[src/rtl/tug_pkg.sv]
// Shared types and constants for the tug-of-war game.
// Holds round FSM states, verdict encoding and default round timing.
package tug_pkg;

  typedef enum logic [2:0] {
    S_IDLE,
    S_ARM,
    S_RUN,
    S_SAMPLE,
    S_EXIT
  } state_e;

  // One-hot verdict, packed as {tie, right, left}
  typedef logic [2:0] res_t;

  localparam res_t RES_NONE  = 3'b000;
  localparam res_t RES_LEFT  = 3'b001;
  localparam res_t RES_RIGHT = 3'b010;
  localparam res_t RES_TIE   = 3'b100;

  localparam int ARM_CYCLES_DEF   = 100_000_000;
  localparam int ROUND_CYCLES_DEF = 250_000_000;

  function automatic res_t verdict(
    input logic tie,
    input logic right
  );
    if (tie)
      return RES_TIE;
    else if (right)
      return RES_RIGHT;
    else
      return RES_LEFT;
  endfunction

endpackage

[src/rtl/round_timer.sv]
// Non-wrapping down-counter used for the arm and round windows.
// expired flags a count of zero; load has priority over decrement.
module round_timer #(
  parameter int CNT_W = 28
) (
  input  logic             clk,
  input  logic             rst,
  input  logic             load,
  input  logic [CNT_W-1:0] load_val,
  input  logic             en,
  output logic             expired
);

  logic [CNT_W-1:0] cnt_q, cnt_d;

  always_comb begin
    cnt_d = cnt_q;
    if (load)
      cnt_d = load_val;
    else if (en && (cnt_q != '0))
      cnt_d = cnt_q - 1'b1;
  end

  always_ff @(posedge clk or negedge rst) begin
    if (!rst)
      cnt_q <= '0;
    else
      cnt_q <= cnt_d;
  end

  assign expired = (cnt_q == '0);

endmodule

[src/rtl/speed_round_ctrl.sv]
// Speed-round sequencer: arms, runs and closes a push-counter round,
// then reports a registered one-hot verdict to the game FSM.
module speed_round_ctrl
  import tug_pkg::*;
#(
  parameter int ARM_CYCLES   = ARM_CYCLES_DEF,
  parameter int ROUND_CYCLES = ROUND_CYCLES_DEF,
  parameter int CNT_W        = 28
) (
  input  logic clk,
  input  logic rst,
  input  logic start,
  input  logic abort,
  input  logic speed_tie,
  input  logic speed_right,
  output logic speedRound,
  output logic speedExit,
  output logic arming,
  output logic busy,
  output logic res_valid,
  output logic res_left,
  output logic res_right,
  output logic res_tie
);

  localparam logic [CNT_W-1:0] ARM_LD = CNT_W'(ARM_CYCLES - 1);
  localparam logic [CNT_W-1:0] RND_LD = CNT_W'(ROUND_CYCLES - 1);

  state_e state_q, state_d;
  res_t   res_q, res_d;
  logic   round_q, exit_q, arming_q, busy_q, valid_q;
  logic   tmr_load, tmr_en, tmr_exp;
  logic [CNT_W-1:0] tmr_val;

  round_timer #(
    .CNT_W(CNT_W)
  ) u_timer (
    .clk     (clk),
    .rst     (rst),
    .load    (tmr_load),
    .load_val(tmr_val),
    .en      (tmr_en),
    .expired (tmr_exp)
  );

  always_comb begin
    state_d  = state_q;
    res_d    = res_q;
    tmr_load = 1'b0;
    tmr_val  = '0;
    unique case (state_q)
      S_IDLE: begin
        if (start) begin
          state_d  = S_ARM;
          tmr_load = 1'b1;
          tmr_val  = ARM_LD;
          res_d    = RES_NONE;
        end
      end
      S_ARM: begin
        if (abort) begin
          state_d = S_EXIT;
        end else if (tmr_exp) begin
          state_d  = S_RUN;
          tmr_load = 1'b1;
          tmr_val  = RND_LD;
        end
      end
      S_RUN: begin
        if (abort)
          state_d = S_EXIT;
        else if (tmr_exp)
          state_d = S_SAMPLE;
      end
      S_SAMPLE: begin
        state_d = S_EXIT;
        res_d   = verdict(speed_tie, speed_right);
      end
      S_EXIT:  state_d = S_IDLE;
      default: state_d = S_IDLE;
    endcase
  end

  assign tmr_en = (state_q == S_ARM) || (state_q == S_RUN);

  // Outputs decode the next state so they are flops, not logic
  always_ff @(posedge clk or negedge rst) begin
    if (!rst) begin
      state_q  <= S_IDLE;
      res_q    <= RES_NONE;
      round_q  <= 1'b0;
      exit_q   <= 1'b0;
      arming_q <= 1'b0;
      busy_q   <= 1'b0;
      valid_q  <= 1'b0;
    end else begin
      state_q  <= state_d;
      res_q    <= res_d;
      round_q  <= (state_d == S_RUN);
      exit_q   <= (state_d == S_EXIT);
      arming_q <= (state_d == S_ARM);
      busy_q   <= (state_d != S_IDLE);
      valid_q  <= (state_q == S_SAMPLE);
    end
  end

  assign speedRound = round_q;
  assign speedExit  = exit_q;
  assign arming     = arming_q;
  assign busy       = busy_q;
  assign res_valid  = valid_q;
  assign res_left   = res_q[0];
  assign res_right  = res_q[1];
  assign res_tie    = res_q[2];

endmodule

[config.mk]
export PLATFORM = sky130hd
export DESIGN_NAME = speed_round_ctrl
export DESIGN_NICKNAME = d
export VERILOG_FILES = /design/src/rtl/tug_pkg.sv /design/src/rtl/round_timer.sv /design/src/rtl/speed_round_ctrl.sv
export SDC_FILE = /design/constraint.sdc
export NUM_CORES = 1
export LEC_CHECK = 0
export CAP_MARGIN = 5
export CORE_MARGIN = 3
export CORE_UTILIZATION = 61
export CTS_BUF_LIST = sky130_fd_sc_hd__clkbuf_8
export DETAILED_ROUTE_END_ITERATION = 6
export PLACE_DENSITY = 0.82
export SLEW_MARGIN = 20
export SYNTH_ARGS = -nofsm -noshare
export SYNTH_HDL_FRONTEND = slang
export SYNTH_HIERARCHICAL = 1
export SYNTH_SLANG_ARGS = --single-unit
[constraint.sdc]
create_clock -name clk -period 3.9 [get_ports clk]
set_clock_uncertainty 0.1 [all_clocks]
set_input_delay 0.78 -clock clk [delete_from_list [all_inputs] [get_ports clk]]
set_output_delay 0.78 -clock clk [all_outputs]
set_load 0.03 [all_outputs]
== Word level (Yosys, flattened, before mapping) ==
Cells that the tools add are included.
Word-level totals
  flip-flop bits (word level): 39
  input port bits: 6
  output and inout bits: 8
  logic and storage cells: 45
Operators by class
  add/sub/neg operators: 1
  eq/ne operators: 7
  mux-type cells: 20
  reduce and logical (&&, ||, !) cells: 9
Operators by type and width (count)
  $mux W28: 4
  $pmux W28 S2: 1
  $logic_not A28 Y1: 1
  $reduce_bool A28 Y1: 1
  $sub A28 B1 Y28 const B: 1
  $mux W27: 1
  $mux W3: 7
  $pmux W3 S4: 1
  $eq A3 B2 Y1 const B: 3
  $eq A3 B1 Y1 const B: 2
  $pmux W3 S2: 1
  $reduce_bool A2 Y1: 2
  $eq A3 B3 Y1 const B: 1
  $logic_not A3 Y1: 1
  $mux W1: 3
  $reduce_bool A3 Y1: 1
  $mux W2: 1
  $ne A2 B2 Y1 const B: 1
  $pmux W1 S2: 1
  $reduce_and A2 Y1: 1
  $logic_and A1 B1 Y1: 1
  $logic_or A1 B1 Y1: 1

== Logic depth before layout (Yosys ltp) ==
Gate-level depths: netlist of run 1.
  depth after elaboration: 5
  depth in mapped cells: 13
  mapped depth without buffers: 11

== Cells and area by module ==
Netlist of run 1, hierarchy kept.
Modules (own cells, without submodules)
  round_timer: instances 1, cells each 203, area each 1744.2 um^2, seq. area each 700.7 um^2
  speed_round_ctrl: instances 1, cells each 46, area each 519.2 um^2, seq. area each 275.3 um^2

== Worst setup path before layout of run 1 ==
No wires, ideal clock.
  path kind: register -> register
  start: register u_timer.cnt_q[4]
  end: register u_timer.cnt_q[22]
  library setup time: 0.129 ns
  arrival: 2.853 ns
  data required time: 3.671 ns
  path slack: 0.817 ns
  cell stages (with the launch flop): 12
  path buffers: 2
  period minus slack after synthesis: 3.083 ns
  cell sequence: dfrtp_1 or3_4 nor3_1 and3_1 nor2b_1 and3_1 or2_2 clkbuf_1 inv_2 clkbuf_1 o211ai_1 nand3_1
Between the ends
  word-level cells in the longest chain between the ends: 5
  elaborated cells between the ends (all ways): 13
  those cells by class: 1 x add/sub; 8 x mux; 4 x reduce/logical
Ends and longest elaborated chain
  start: declaration: RTL line round_timer.sv:14  | logic [CNT_W-1:0] cnt_q, cnt_d;
  start signal: assignment: RTL line round_timer.sv:28  | cnt_q <= cnt_d;
  $logic_not A28 Y1 (*): RTL line round_timer.sv:31  | assign expired = (cnt_q == '0);
  net tmr_exp: RTL line speed_round_ctrl.sv:32  | logic tmr_load, tmr_en, tmr_exp;
  $mux W1 (*): RTL line speed_round_ctrl.sv:63  | end else if (tmr_exp) begin
  $mux W1 (*): RTL line speed_round_ctrl.sv:61  | if (abort) begin
  $pmux W1 S2 (*): RTL line speed_round_ctrl.sv:51  | unique case (state_q)
  net tmr_load: RTL line speed_round_ctrl.sv:32
  $mux W28 or $reduce_bool A2 Y1 (tied branches)
The timed path passes the listed nets; every way through them passes the cells marked *. The select of a mux whose other input is x is not followed.
A chain may end at the register's enable or synchronous reset.

== Worst setup path in the final report of run 1 ==
  start: register u_timer.cnt_q[8]
  end: register u_timer.cnt_q[1]
Same word-level chain as after synthesis.

==> results of run 1 <==
==> worst register-to-register path: cells and delay by family (launching register included) <==
family	cells	cell delay, ps
compound gates	1	130
buf+inv	2	500
flops	1	410
simple gates	7	2040
==> flip-flops by register name (all words and copies together), names as in the netlist <==
| signal | cells |
|---|---|
| res_q | 3 |
| arming | 1 |
| speedRound | 1 |
| res_valid | 1 |
| u_timer/cnt_q | 28 |
| speedExit | 1 |
| state_q | 3 |
| busy | 1 |
==> worst max-delay path by stage <==
stage                                      start                       endpoint  cells after the start  slack [ps]
floorplan           u_timer/cnt_q[4]$_DFFE_PN0P_  u_timer/cnt_q[22]$_DFFE_PN0P_                     11         820
global placement                           abort   u_timer/cnt_q[3]$_DFFE_PN0P_                      7         700
detailed placement                         abort   u_timer/cnt_q[3]$_DFFE_PN0P_                      7         610
CTS                 u_timer/cnt_q[8]$_DFFE_PN0P_   u_timer/cnt_q[1]$_DFFE_PN0P_                     10         600
global route        u_timer/cnt_q[0]$_DFFE_PN0P_   u_timer/cnt_q[1]$_DFFE_PN0P_                     11         230
finish              u_timer/cnt_q[8]$_DFFE_PN0P_   u_timer/cnt_q[1]$_DFFE_PN0P_                     10         580
==> routing by layer <==
metal	GRT usage (%)	vias up
met4	9.87	0
met5	0	-
met1	34.3	909
li1	-	976
met2	41.7	54
met3	5.73	7
==> power by group through the flow <==
stage	combinational (W)	clock, W	sequential (W)
finish	0.000390	0.000275	0.000640
global route	0.000436	0.000300	0.000660
CTS	0.000388	0.000282	0.000636
detailed placement	0.000387	0	0.000642
global placement	0.000378	0	0.000638
floorplan	0.000291	0	0.000609
==> logic make-up after synthesis <==
| group | Yosys count |
|---|---|
| compound gates | 52 |
| xor+xnor | 6 |
| fa+ha+maj | 2 |
| buf+inv | 19 |
| flops | 39 |
| mux | 2 |
| other cells | 1 |
| simple gates | 128 |
==> per-stage QoR <==
| step | area, um2 | setup slack [ps] | hold slack, ps |
|---|---|---|---|
| 2_1_floorplan | 2270 | 817 | 384 |
| 3_3_place_gp | 2430 | 701 | 375 |
| 3_5_place_dp | 2430 | 612 | 394 |
| 4_1_cts | 2520 | 603 | 415 |
| 5_1_grt | 2520 | 227 | 425 |
| 6_report | 2520 | 579 | 417 |
==> layout make-up <==
type	count	area [um2]	area share, %
Multi-Input combinational cell	194	1210	47.9
Sequential cell	39	976	38.8
Timing Repair Buffer	19	170	6.76
Clock buffer	6	82.6	3.28
Tap cell	46	57.6	2.29
Inverter	5	18.8	0.746
Clock inverter	1	5.00	0.199
==> layout by cell type, fill, tap and decap left out, drive strengths merged, types with 3 or more instances in the layout <==
| cell type | count |
|---|---|
| clkbuf | 6 |
| a31oi | 14 |
| o31ai | 7 |
| nand2 | 21 |
| buf | 7 |
| nor4 | 9 |
| nor3b | 3 |
| conb | 4 |
| or3 | 13 |
| inv | 5 |
| clkdlybuf4s50 | 12 |
| or4 | 16 |
| o21ai | 13 |
| nor2 | 25 |
| xnor2 | 5 |
| o211ai | 8 |
| dfrtp | 39 |
| nand4 | 6 |
| nand3 | 11 |
| nor3 | 9 |
==> metrics.cfg, run 1 <==
[power_and_ir_drop]
p_sw_w=0.000482
leakagePower_nw=0.972
p_comb_share_pct=29.9
swShare_pct=37.0
irDropWorstVdd_uv=337
p_clk_share_pct=21.1
intPower_w=0.000822
power_w=0.00130
power_density_nw_per_um2=518
seq_power_share_pct=49.0

[clocking]
postCtsHoldBufs=0
cts_resized=0
cts_setup_buffers=0
htreeDepth=2
clock-sinks=39
cts.path.max_buffers=2
clkLatencyLatePin_ps=290
cts_tree=yes
cts_buffers=5
clock-root-buffer=clkbuf_8
clkSlewWorstSetupHoldPaths_ps=70

[sta]
period_share_pct=85.1
worst_pin_slew_ps=846
finalSetupTns_ps=0
fin_crit_ps=3320
rsz0062_at_grt=no
slew_violations=0
finalHoldViolations=0
clock.fmax_ghz=0.301
finalSetupViolations=0
slew_headroom_pct=43.6

[critical_path]
rrSetupSlack_ps=580
crit_fanout=37
worst_path_most_repeated_cell=and3_1
rr_worst_depth=10
rr_startpoint=u_timer/cnt_q[8]$_DFFE_PN0P_
cp-start-kind=register
crit_slowest_cell=nor3_1
endpoint_kind=register
critPathBufInv=2
critPathTopFamily=simple AND/OR/NAND/NOR gates
critPathMaxStageDelay_ps=470
cp_cell_sequence=nor3_1 > and2_1 > buf_4 > and3_1 > nor2b_1 > and3_1 > or2_2 > inv_2 > nand3_1 > o311ai_0
crit_type=register to register
cp.arrival_ps=3370
r2r_end=u_timer/cnt_q[1]$_DFFE_PN0P_
critPathRequiredTime_ps=3950

[min_path]
hold_class=register to register
hold_end=res_q[1]$_DFFE_PN0P_
min_path_cells=1
hold_start=res_q[1]$_DFFE_PN0P_

[cells_and_area]
drive_above_1_share_pct=10.2
instances_no_fill=310
area_delta_synth_final_pct=11.2
utilization_pct=73.1
nets=272
fill_cells=271
diodes=0

[drt]
first_pass_iters=4
met3_length_um=244
drc_errors=0
wl_um=4890
vias_per_cell=6.28
wl_met2_um=2300
drtIter0Drc=219
top_layer_used=met4
ant_nets=0
vias=1946
wire_per_inst_um=15.8
met1_length_um=2280

[yosys]
postSynthCellCount=249
synth_edf_count=0
synthArstFlopShare_pct=100
synth_top_flop_cell=dfrtp_1
ys_ff_latch=39
synth_compound_area_share_pct=15.5
synth_top_family_by_area=simple AND/OR/NAND/NOR gates
avgSynthCellArea_um2=9.09
ys_types=47
synthesis.area_um2=2260
yosysTopAreaCell=dfrtp_1
ys_top_cells_by_area=dfrtp_1, nor2_1, or4_1
synthAdderAreaFrac_pct=1.11
synthMuxAreaShare_pct=0.884
ys_top_cells_by_count=dfrtp_1, nor2_1, nand2_1
synth_most_common_cell=dfrtp_1
synthSimpleGateAreaFrac_pct=32.8
yosys.area_share.xor_xnor_pct=2.32
synth_top_cell_area_share_pct=43.1
yosysSeqAreaShare_pct=43.1
yosys_warnings=6

[global_routing]
antenna_found_initial=0
grt_max_degree=40
gr-usage-all-layers_pct=26.1
grt_pass1_wl_um=8790
grt_pass1_vias=1852
grt-ovfl-total=0

[floorplanning]
io_pins=14
core-area_um2=3440
die_h_um=66.9
die_area_um2=4480
fp-row-count=21
initial_core_util_pct=65.8
die_x_um=66.9

[placement]
dp_hpwl_um=3300
place_inst=303
gp_congestion=0.895
port_buffers=13

[run]
drv_cap=0

[status]
status=completed

No activity file was read; power rests on OpenSTA's default activity.
==> inputs of run 2 (changes only) <==
--- a/config.mk
+++ b/config.mk
@@ -5,12 +5,13 @@
 export SDC_FILE = /design/constraint.sdc
 export NUM_CORES = 1
 export LEC_CHECK = 0
-export CAP_MARGIN = 5
+export CAP_MARGIN = 40
 export CORE_MARGIN = 3
-export CORE_UTILIZATION = 61
+export CORE_UTILIZATION = 62
 export CTS_BUF_LIST = sky130_fd_sc_hd__clkbuf_8
 export DETAILED_ROUTE_END_ITERATION = 6
-export PLACE_DENSITY = 0.82
+export PLACE_DENSITY = 0.83
+export REMOVE_ABC_BUFFERS = 1
 export SLEW_MARGIN = 20
 export SYNTH_ARGS = -nofsm -noshare
 export SYNTH_HDL_FRONTEND = slang
==> constraint.sdc (replaced) <==
create_clock -name clk -period 4.3 [get_ports clk]
set_clock_uncertainty 0.1 [all_clocks]
set_input_delay 0.86 -clock clk [delete_from_list [all_inputs] [get_ports clk]]
set_output_delay 0.86 -clock clk [all_outputs]
set_load 0.03 [all_outputs]
==> run 2 against run 1 <==
Fmax down 3.5%. Worst setup slack better by 280 ps. First-iteration DRC count down 36%. Sequential power down 8.9%. Utilization up 1.4 points. Die area down 1.5%. Via count up 3.6%. Clock-buffer cell count unchanged. Critical path type unchanged.
==> metrics.cfg, run 2 (synthesis results as in run 1) <==
[status]
status=completed

[sta]
finalHoldViolations=0  ; unchanged
period_share_pct=80.1  ; -5.1 points
finalSetupViolations=0  ; unchanged
worst_pin_slew_ps=678  ; -167 ps
fin_crit_ps=3440  ; +122 ps
clock.fmax_ghz=0.290  ; -3.5%
rsz0062_at_grt=no
finalSetupTns_ps=0  ; unchanged
slew_violations=0  ; unchanged
slew_headroom_pct=54.6  ; +11 points

[cells_and_area]
utilization_pct=74.5  ; +1.4 points
fill_cells=253  ; -6.6%
top_register=u_timer/cnt_q
diodes=0  ; unchanged
drive_above_1_share_pct=9.89  ; -0.34 points
reg_top3=u_timer/cnt_q (28), res_q (3), state_q (3)
final_cell_mix=dfrtp_1, nor2_1, nand2_1, a31oi_1, o21ai_0
nets=270  ; -0.74%
largest_reg_flops=28  ; unchanged
mostFrequentLayoutCell=dfrtp_1
area_delta_synth_final_pct=12.4

[critical_path]
cp_cell_sequence=nor4_1 > and4_1 > and3_1 > nor2b_1 > and3_1 > or2_2 > inv_2 > nand3_1 > o311ai_0
endpoint_kind=register
critPathRequiredTime_ps=4340  ; +390 ps
critPathMaxStageDelay_ps=540  ; +70 ps
crit_type=register to register
cp.arrival_ps=3480  ; +110 ps
critPathBufInv=1  ; -1
cp-start-kind=register
worst_path_most_repeated_cell=and3_1
critPathTopFamily=simple AND/OR/NAND/NOR gates
crit_fanout=37  ; unchanged
crit_slowest_cell=nor4_1

[clocking]
clkSlewWorstSetupHoldPaths_ps=70  ; about the same
clock-sinks=39  ; unchanged
cts_tree=yes
htreeDepth=2  ; unchanged
cts_resized=0  ; unchanged
cts_setup_buffers=0  ; unchanged
cts.path.max_buffers=2  ; unchanged
clkLatencyLatePin_ps=290  ; about the same
cts_buffers=5  ; unchanged
postCtsHoldBufs=0  ; unchanged
clock-root-buffer=clkbuf_8

[drt]
wire_per_inst_um=16.8  ; +6.4%
ant_nets=0  ; unchanged
first_pass_iters=5  ; +1
vias=2016  ; +3.6%
vias_per_cell=6.52  ; +3.9%
wl_met2_um=2530  ; +10%
met3_length_um=255  ; +4.5%
wl_um=5190  ; +6.1%
top_layer_used=met4
drc_errors=0  ; unchanged
drtIter0Drc=141  ; -36%
met1_length_um=2290  ; +0.53%

[placement]
port_buffers=13  ; unchanged
gp_congestion=0.866  ; -3.2%
dp_hpwl_um=3530  ; +7.0%

[floorplanning]
die_area_um2=4410  ; -1.5%
io_pins=14  ; unchanged
die_h_um=66.4  ; -0.74%
core-area_um2=3420  ; -0.76%
fp-row-count=21  ; unchanged
initial_core_util_pct=66.3  ; +0.51 points
die_x_um=66.4  ; -0.74%

[global_routing]
grt_pass1_wl_um=9070  ; +3.2%
grt-ovfl-total=0  ; unchanged
gr-usage-all-layers_pct=27.2  ; +1.1 points
grt_max_degree=38  ; -5.0%
grt_pass1_vias=1889  ; +2.0%
antenna_found_initial=0  ; unchanged

[power_and_ir_drop]
leakagePower_nw=0.979  ; +0.79%
irDropWorstVdd_uv=379  ; +13%
power_density_nw_per_um2=494  ; -4.7%

[run]
drv_cap=0  ; unchanged

[min_path]
hold_class=input port to asynchronous set/reset pin

## run 2: worst register-to-register path, delay by kind of cell (launching register included)
family / cells / cell delay (ps)
AO/OA/AOI/OAI: 1 / 160
buffers and inverters: 1 / 320
flip-flops: 1 / 440
AND/OR/NAND/NOR: 7 / 2270
## run 2: final cells by class
| type | instances | area (um2) | area share (%) |
|---|---|---|---|
| repair buffers | 17 | 168 | 6.59 |
| well taps | 46 | 57.6 | 2.26 |
| clock buffers | 6 | 82.6 | 3.25 |
| flip-flops and latches | 39 | 976 | 38.4 |
| clock inverters | 2 | 35.0 | 1.38 |
| inverters | 5 | 18.8 | 0.738 |
| multi-input cells | 194 | 1210 | 47.4 |
## run 2: routing by layer
| layer | vias to the layer above | global-route usage (%) |
|---|---|---|
| li1 | 975 | - |
| met1 | 962 | 36.0 |
| met2 | 66 | 44.5 |
| met3 | 13 | 3.91 |
| met4 | 0 | 10.9 |
| met5 | - | 0 |
## run 2: through the flow
stage / instances / area [um2] / worst slack [ps] / power, W / hold slack (ps)
final: 309 / 2540 / 858 / 0.00126 / 338
after floorplan: 238 / 2200 / 1190 / 0.000808 / 421
after global routing: 309 / 2540 / 567 / 0.00134 / 355
after global placement: 300 / 2410 / 1060 / 0.000912 / 385
after detailed placement: 301 / 2430 / 964 / 0.000935 / 391
after CTS: 309 / 2540 / 954 / 0.00125 / 345
## run 2: report_power, final
group | total (W) | switching, W | internal, W
clock network | 0.000315 | 0.000127 | 0.000188
registers | 0.000583 | 0.000123 | 0.000460
logic | 0.000358 | 0.000201 | 0.000157
## run 2: final timing paths
check | startpoint | end | slack [ps] | cells past startpoint
hold / removal | rst | res_q[0]$_DFFE_PN0P_ | 340 | 1
min in group clk | res_q[1]$_DFFE_PN0P_ | res_q[1]$_DFFE_PN0P_ | 400 | 1
setup reg to reg | u_timer/cnt_q[16]$_DFFE_PN0P_ | u_timer/cnt_q[1]$_DFFE_PN0P_ | 860 | 9
setup / recovery | u_timer/cnt_q[16]$_DFFE_PN0P_ | u_timer/cnt_q[1]$_DFFE_PN0P_ | 860 | 9
hold reg to reg | res_q[1]$_DFFE_PN0P_ | res_q[1]$_DFFE_PN0P_ | 400 | 1
max in group asynchronous | rst | u_timer/cnt_q[16]$_DFFE_PN0P_ | 3330 | 2
==> inputs of run 3 (changes only) <==
--- a/config.mk
+++ b/config.mk
@@ -7,10 +7,10 @@
 export LEC_CHECK = 0
 export CAP_MARGIN = 40
 export CORE_MARGIN = 3
-export CORE_UTILIZATION = 62
+export CORE_UTILIZATION = 61
 export CTS_BUF_LIST = sky130_fd_sc_hd__clkbuf_8
 export DETAILED_ROUTE_END_ITERATION = 6
-export PLACE_DENSITY = 0.83
+export PLACE_DENSITY = 0.82
 export REMOVE_ABC_BUFFERS = 1
 export SLEW_MARGIN = 20
 export SYNTH_ARGS = -nofsm -noshare
==> constraint.sdc (replaced) <==
create_clock -name clk -period 3.3 [get_ports clk]
set_clock_uncertainty 0.1 [all_clocks]
set_input_delay 0.66 -clock clk [delete_from_list [all_inputs] [get_ports clk]]
set_output_delay 0.66 -clock clk [all_outputs]
set_load 0.03 [all_outputs]
==> run 3 against run 2 <==
Register-to-register slack worse by 620 ps. Worst setup slack lost 620 ps. Die area up 1.5%. Global-route usage is 0.96 points lower. Flip-flop and latch count did not move. Hold slack got worse by 140 ps. Final cell count is 3.9% higher. Fmax is 12% higher. Largest power group unchanged. Highest routed layer unchanged.
==> metrics.cfg, run 3 (synthesis results as in run 1) <==
[global_routing]
grt_max_degree=24  ; -37%
gr-usage-all-layers_pct=26.2  ; -0.96 points
grt-ovfl-total=0  ; unchanged
grt_pass1_wl_um=8910  ; -1.8%
grt_pass1_vias=1875  ; -0.74%
antenna_found_initial=0  ; unchanged

[cells_and_area]
nets=282  ; +4.4%
final_cell_mix=dfrtp_1, nor2_1, nand2_1, buf_4, a31oi_1
utilization_pct=75.7  ; +1.2 points
top_register=u_timer/cnt_q
diodes=0  ; unchanged
largest_reg_flops=28  ; unchanged
reg_top3=u_timer/cnt_q (28), res_q (3), state_q (3)
area_delta_synth_final_pct=15.1
final_area_um2=2610  ; +2.4%
mostFrequentLayoutCell=dfrtp_1
drive_above_1_share_pct=13.1  ; +3.2 points

[clocking]
clock-sinks=39  ; unchanged
cts_setup_buffers=0  ; unchanged
htreeDepth=2  ; unchanged
cts_buffers=5  ; unchanged
postCtsHoldBufs=0  ; unchanged
cts_resized=0  ; unchanged
clock-root-buffer=clkbuf_8
clkLatencyLatePin_ps=290  ; about the same
cts_tree=yes
clkSlewWorstSetupHoldPaths_ps=70  ; about the same
cts.path.max_buffers=2  ; unchanged

[power_and_ir_drop]
leakagePower_nw=1.03  ; +5.4%
swShare_pct=37.2  ; +1.3 points
intPower_w=0.000970  ; +21%
p_clk_share_pct=19.6  ; -5.5 points
power_density_nw_per_um2=593  ; +20%
irDropWorstVdd_uv=345  ; -9.0%
seq_power_share_pct=48.5  ; +2.1 points
p_sw_w=0.000575  ; +27%
p_comb_share_pct=31.9  ; +3.4 points

[critical_path]
crit_type=register to register
cp.arrival_ps=3100  ; -380 ps
critPathMaxStageDelay_ps=510  ; -30 ps
critPathRequiredTime_ps=3340  ; -1000 ps
endpoint_kind=register
worst_path_most_repeated_cell=and3_1
rrSetupSlack_ps=230  ; -620 ps
crit_fanout=19  ; -49%
cp-start-kind=register
rr_startpoint=u_timer/cnt_q[20]$_DFFE_PN0P_
cp_cell_sequence=nor4_1 > and4_1 > and3_1 > nor2b_1 > and3_1 > or2_2 > inv_2 > buf_4 > nand3_1 > o311ai_0
critPathBufInv=2  ; +1
r2r_end=u_timer/cnt_q[1]$_DFFE_PN0P_
rr_worst_depth=10  ; +1
critPathTopFamily=simple AND/OR/NAND/NOR gates
crit_slowest_cell=nor4_1

[floorplanning]
die_area_um2=4480  ; +1.5%
fp-row-count=21  ; unchanged
io_pins=14  ; unchanged
initial_core_util_pct=65.8  ; -0.51 points
core-area_um2=3440  ; +0.77%
die_x_um=66.9  ; +0.75%
die_h_um=66.9  ; +0.75%

[placement]
dp_hpwl_um=3600  ; +2.0%
dpl_worst_slack_ps=308  ; -656 ps
port_buffers=13  ; unchanged
gp_congestion=0.844  ; -2.6%
placed_area_um2=2520  ; +4.0%

[run]
drv_cap=0  ; unchanged

[sta]
fin_crit_ps=3070  ; -377 ps
finalHoldViolations=0  ; unchanged
clock.fmax_ghz=0.326  ; +12%
rsz0062_at_grt=no
slew_headroom_pct=65.2  ; +11 points
finalSetupViolations=0  ; unchanged
period_share_pct=92.9  ; +13 points
setup_ws_ps=235  ; -623 ps
finalSetupTns_ps=0  ; unchanged
slew_violations=0  ; unchanged
worst_pin_slew_ps=518  ; -161 ps

[status]
status=completed

[drt]
vias=2023  ; +0.35%
drc_errors=0  ; unchanged
wl_um=5110  ; -1.6%
wire_per_inst_um=15.9  ; -5.2%
first_pass_iters=4  ; -1
ant_nets=0  ; unchanged
drtIter0Drc=140  ; -0.71%
vias_per_cell=6.30  ; -3.4%

[min_path]
hold_class=input port to asynchronous set/reset pin

## run 3: cell count changes in the layout (fill, tap and decap cells not counted)
cell       before  now
clkbuf_8        6    5
buf_12          1    0
buf_16          0    1
bufinv_16       1    0
inv_1           4    6
buf_4           3   15
## run 3: worst max-delay path by stage
stage | startpoint | end | slack [ps] | depth (start not counted)
5_1_grt | u_timer/cnt_q[16]$_DFFE_PN0P_ | u_timer/cnt_q[1]$_DFFE_PN0P_ | 30 | 10
6_report | u_timer/cnt_q[20]$_DFFE_PN0P_ | u_timer/cnt_q[1]$_DFFE_PN0P_ | 230 | 10
3_5_place_dp | abort | u_timer/cnt_q[8]$_DFFE_PN0P_ | 310 | 7
2_1_floorplan | u_timer/cnt_q[4]$_DFFE_PN0P_ | u_timer/cnt_q[1]$_DFFE_PN0P_ | 190 | 9
4_1_cts | u_timer/cnt_q[0]$_DFFE_PN0P_ | u_timer/cnt_q[8]$_DFFE_PN0P_ | 300 | 11
3_3_place_gp | abort | u_timer/cnt_q[9]$_DFFE_PN0P_ | 370 | 7
## run 3: metrics by stage
step           hold slack, ps  total power, W  cells
2_1_floorplan             264         0.00105    238
3_3_place_gp              391         0.00122    312
3_5_place_dp              404         0.00124    313
4_1_cts                   206         0.00155    321
5_1_grt                   215         0.00165    321
6_report                  202         0.00155    321
## run 3: worst reg2reg max path: cells and delay by family, from the launching register on
family | cells | cell delay, ps
buffers and inverters | 2 | 260
and+or+nand+nor | 7 | 1960
DFF | 1 | 420
AOI/OAI and AO/OA | 1 | 160
## run 3: routing by layer
metal / wire length (um) / track usage (%) / part of all wire (%)
met5: 0 / 0 / 0
met4: 49 / 8.10 / 0.96
met3: 291 / 6.24 / 5.7
met2: 2340 / 37.4 / 46
met1: 2430 / 38.9 / 47
## run 3: power by group through the flow
stage | logic, W | clock network (W) | registers [W]
floorplan | 0.000327 | 0 | 0.000726
finish | 0.000493 | 0.000303 | 0.000749
detailed placement | 0.000486 | 0 | 0.000751
global placement | 0.000469 | 0 | 0.000748
global route | 0.000548 | 0.000326 | 0.000772
CTS | 0.000492 | 0.000313 | 0.000744
## run 3: layout make-up
class / instances / area (um2)
multi-input combinational: 194 / 1210
inverter: 5 / 18.8
tap: 46 / 57.6
timing repair buffer: 29 / 265
clock buffer: 5 / 68.8
clock inverter: 3 / 12.5
fill: 266 / 837
sequential: 39 / 976
